[config.mk]
export PLATFORM = sky130hd
export DESIGN_NAME = node_sequencer
export DESIGN_NICKNAME = d
export VERILOG_FILES = /design/src/rtl/node_sequencer.sv
export SDC_FILE = /design/constraint.sdc
export NUM_CORES = 1
export LEC_CHECK = 0
export CAP_MARGIN = 20
export CELL_PAD_IN_SITES_DETAIL_PLACEMENT = 1
export CELL_PAD_IN_SITES_GLOBAL_PLACEMENT = 2
export CORE_ASPECT_RATIO = 0.7
export CORE_UTILIZATION = 27
export DETAILED_ROUTE_END_ITERATION = 12
export PLACE_DENSITY = 0.79
export SYNTH_ARGS = -nofsm -noshare
export SYNTH_HDL_FRONTEND = slang
export SYNTH_SLANG_ARGS = --single-unit
[constraint.sdc]
create_clock -name clk -period 2.8 [get_ports clk]
set_clock_uncertainty 0.1 [all_clocks]
set_input_delay 0.56 -clock clk [delete_from_list [all_inputs] [get_ports clk]]
set_output_delay 0.56 -clock clk [all_outputs]
set_load 0.05 [all_outputs]
[src/rtl/node_sequencer.sv]
// Request sequencer for a node datapath: accepts a feature vector, issues it,
// waits for the result with a timeout, and holds it for the consumer.
module node_sequencer #(
  parameter int NUM_W   = 28,
  parameter int TIMEOUT = 8
) (
  input  logic                clk,
  input  logic                rst,
  input  logic                cfg_we,
  input  logic [4:0]          cfg_addr,
  input  logic signed [4:0]   cfg_data,
  input  logic                req_valid,
  output logic                req_ready,
  input  logic [19:0]         req_x,
  output logic [19:0]         node_x,
  output logic [5*NUM_W-1:0]  node_w,
  output logic                node_in_ready,
  input  logic                node_out_ready,
  input  logic [16:0]         node_out0,
  input  logic [16:0]         node_out1,
  output logic                res_valid,
  input  logic                res_ready,
  output logic [16:0]         res_out0,
  output logic [16:0]         res_out1,
  output logic                busy,
  output logic                timeout_err,
  output logic                cfg_drop
);

  localparam int CW = $clog2(TIMEOUT + 1);

  typedef enum logic [1:0] {
    S_IDLE,
    S_ISSUE,
    S_WAIT,
    S_HOLD
  } state_e;

  state_e        state_q;
  logic [CW-1:0] cnt_q;
  logic [19:0]   x_q;
  logic [4:0]    w_q [NUM_W];
  logic [16:0]   out0_q;
  logic [16:0]   out1_q;
  logic          terr_q;
  logic          drop_q;

  logic idle;
  logic cfg_ok;

  assign idle   = (state_q == S_IDLE);
  assign cfg_ok = cfg_we && idle && (int'(cfg_addr) < NUM_W);

  always_ff @(posedge clk) begin
    if (rst) begin
      state_q <= S_IDLE;
      cnt_q   <= '0;
      x_q     <= '0;
      out0_q  <= '0;
      out1_q  <= '0;
      terr_q  <= 1'b0;
      drop_q  <= 1'b0;
      for (int i = 0; i < NUM_W; i++) begin
        w_q[i] <= '0;
      end
    end else begin
      drop_q <= cfg_we && !cfg_ok;
      // Weight writes land at the same edge as acceptance, so they apply
      if (cfg_ok) begin
        w_q[cfg_addr] <= cfg_data;
      end
      unique case (state_q)
        S_IDLE: begin
          if (req_valid) begin
            x_q     <= req_x;
            terr_q  <= 1'b0;
            state_q <= S_ISSUE;
          end
        end
        S_ISSUE: begin
          cnt_q   <= '0;
          state_q <= S_WAIT;
        end
        S_WAIT: begin
          if (node_out_ready) begin
            out0_q  <= node_out0;
            out1_q  <= node_out1;
            state_q <= S_HOLD;
          end else if (cnt_q == CW'(TIMEOUT - 1)) begin
            terr_q  <= 1'b1;
            state_q <= S_IDLE;
          end else begin
            cnt_q <= cnt_q + 1'b1;
          end
        end
        S_HOLD: begin
          if (res_ready) begin
            state_q <= S_IDLE;
          end
        end
      endcase
    end
  end

  for (genvar i = 0; i < NUM_W; i++) begin : g_w
    assign node_w[5*i +: 5] = w_q[i];
  end

  assign req_ready     = idle;
  assign busy          = !idle;
  assign node_in_ready = (state_q == S_ISSUE);
  assign res_valid     = (state_q == S_HOLD);
  assign node_x        = x_q;
  assign res_out0      = out0_q;
  assign res_out1      = out1_q;
  assign timeout_err   = terr_q;
  assign cfg_drop      = drop_q;

endmodule

==> qor.yml, run 1 <==
timing:
  drv_slew: 0
  worst_slack_ps: 228.4
  rsz0062_at_grt: "no"
  fin_crit_ps: 2572
  tns_ps: 0
  worst_pin_slew_ps: 714.6
  hold_violations: 0
  fin_hold_ws_ps: 340.8
  relSlewSlack_pct: 52.36
  fin_crit_sh_pct: 91.84
  finalSetupViolCount: 0
  max_clock_freq_ghz: 0.3889
routing:
  vias: 6006
  firstDrtPassIters: 4
  vias_per_cell: 4.459
  drtIter0Drc: 376
  wl_per_cell_um: 18.97
  drc: 0
  antenna_left: 0
  wl_um: 25550
placed_design:
  place.gp.congestion: 0.7954
  port-buffer-count: 269
  hpwl_um: 18280
  post-place-ws_ps: 89.78
floorplanning:
  fp.dieH_um: 141.5
  core_sq_mm: 0.02703
  io_pins: 270
  core.rowCount: 50
  die_w_um: 201.3
  start_util_pct: 27.79
  dieArea_sq_mm: 0.02850
grt:
  antenna_found_initial: 0
  grt_pass1_vias: 6259
  overflow: 0
  grt_pass1_wl_um: 38310
  grt_usage_pct: 17.67
  grt_max_degree: 62
status:
  outcome: "finished clean"
yosys:
  synthTopCellsByArea: "edfxtp_1 (56%), dfxtp_1 (17%), nor2_1 (7.0%), nand2_1 (6.9%), a21oi_1 (3.9%)"
  ys_types: 35
  synth_nets: 737
  synth.largest_area_cell: "edfxtp_1"
  ys_ff_latch: 202
  avgSynthCellArea_sq_um: 11.36
  seq_area_frac_synth_pct: 72.51
  synth.top_cell.area_share_pct: 55.98
  syn_inst: 661
  yosysWarnings: 0
  netlist_area_sq_mm: 0.007510
cells_and_area:
  fill_cells: 2969
  area_delta_synth_final_pct: 54.60
  diodes: 0
  ff_latch_area_sq_mm: 0.005445
  multi_input_area_sq_mm: 0.001863
  final_core_util_pct: 42.96
  finalNetCount: 1043
  drive_above_1_share_pct: 9.664
pwr:
  p_per_area_mw_per_mm2: 678.6
  p_leak_nw: 3.997
  irDropWorstVdd_mv: 0.3591
setup_path:
  cp-end-kind: "primary output"
  worst-path-max-fanout: 5
  crit_required_ps: 2140
  crit_type: "flop to primary output"
  crit_path_start_kind: "flop"
  crit_arrival_ps: 1910
clock_tree:
  cts.sinks: 202
  cts_tree: "built"
  h-tree-depth: 1
  cts_root_buffer: "clkbuf_16"
  clkTransAtPathRegs_ps: 60
  cts_made_buffers: 22
  insertion_delay_ps: 510
  cts_buffer_depth: 3
flow_run:
  max_cap_violations: 0
worst_hold_path:
  hold_class: "input port to flop"
final cells by class:
class	count	share of cell area, %
Timing Repair Buffer	320	26.43
Tap cell	364	3.923
Multi-Input combinational cell	414	16.05
Clock inverter	11	1.239
Clock buffer	29	5.238
Inverter	7	0.2263
Sequential cell	202	46.90
power breakdown:
group / total (mW) / switching [mW] / leakage, nW / internal, mW
clock network: 3.05 / 1.24 / 0.354 / 1.82
logic: 1.43 / 0.968 / 1.69 / 0.461
registers: 3.40 / 0.0687 / 1.95 / 3.33
per-layer routing:
metal	GRT usage (%)	up-vias	routed length (um)
li1	-	2872	-
met5	0	-	0
met1	23.72	2917	11550
met2	28.78	189	11800
met3	4.571	28	1768
met4	3.668	0	432
registers in the layout (all words and copies together), names as in the netlist:
name	cells
cfg_drop	1
res_out1	17
timeout_err	1
cnt_q	4
res_out0	17
w_q	140
node_x	20
state_q	2
worst max-delay path, cell delays in order, from the launching register on:
cell and delay (ps):
dfxtp_1 340, inv_1 110, ha_1 150, clkdlybuf4s50_1 810
cell usage in the layout, fill, tap and decap left out, drive strengths merged:
cell type,Yosys,layout
a2111oi,1,1
a211oi,1,1
a21oi,59,59
a31oi,3,3
and2,4,4
and3b,1,1
buf,9,52
bufinv,0,3
clkbuf,29,29
clkdlybuf4s50,0,266
clkinv,1,4
clkinvlp,0,4
dfxtp,62,62
dlygate4sd2,0,2
edfxtp,140,140
ha,6,6
inv,6,7
nand2,138,138
nand2b,4,4
nand3,6,6
nand4,3,3
nand4b,2,2
nor2,143,143
nor2b,2,2
nor3,3,3
nor3b,2,2
o21ai,24,24
o221ai,1,1
o31ai,7,7
or2,1,1
or2b,1,1
or3,1,1
or4,1,1
through the flow:
stage / cell area, sq um / total power [mW] / instances
6_report: 11610 / 7.878 / 1347
5_1_grt: 11610 / 8.180 / 1347
4_1_cts: 11610 / 7.988 / 1347
3_5_place_dp: 10860 / 4.909 / 1307
3_3_place_gp: 10860 / 4.895 / 1307
2_1_floorplan: 7512 / 4.316 / 661
cells in the mapped netlist:
cell and number:
a2111oi_0 1, a211oi_1 1, a21oi_1 59, a31oi_1 3, and2_1 4, and3b_1 1
buf_1 1, buf_2 4, buf_6 4, clkbuf_1 29, clkinv_1 1, dfxtp_1 62
edfxtp_1 140, ha_1 6, inv_1 5, inv_2 1, nand2_1 138, nand2b_1 3
nand2b_4 1, nand3_1 6, nand4_1 3, nand4b_1 2, nor2_1 140, nor2_2 3
nor2b_1 2, nor3_1 3, nor3b_1 2, o21ai_0 24, o221ai_1 1, o31ai_1 6
o31ai_2 1, or2_2 1, or2b_1 1, or3_1 1, or4_4 1
logic make-up after synthesis:
| group | synth area share, % |
|---|---|
| DFF | 72.51 |
| buffers and inverters | 2.716 |
| AOI/OAI and AO/OA | 6.881 |
| and+or+nand+nor | 16.89 |
| adders and majority gates | 0.9996 |
timing repair:
| item | in CTS | in global routing |
|---|---|---|
| setup endpoints to repair | 2 | 0 |
| hold buffers | 0 | 0 |
| hold endpoints to repair | 0 | 0 |
| buffers inserted | 0 | 0 |
| resized for setup | 2 | 0 |
path summary, 6_finish.rpt:
path / depth (start not counted) / slack (ps) / end / from
max: 3 / 230 / node_in_ready / state_q[1]$_SDFFE_PP0P_
min: 3 / 340 / cfg_drop$_SDFF_PP0_ / rst
max reg2reg: 5 / 320 / w_q[12][4]$_SDFFCE_PN0P_ / state_q[0]$_SDFFE_PP0P_
min reg2reg: 2 / 360 / res_out0[8]$_SDFFE_PP0P_ / res_out0[8]$_SDFFE_PP0P_
Note: power is estimated with default switching activity, not from simulation.
==> inputs of run 2 (changes only) <==
Settings changed: TNS_END_PERCENT set to 10.
==> results of run 2 <==
The final DEF is identical to that of run 1; final timing and power are the same.
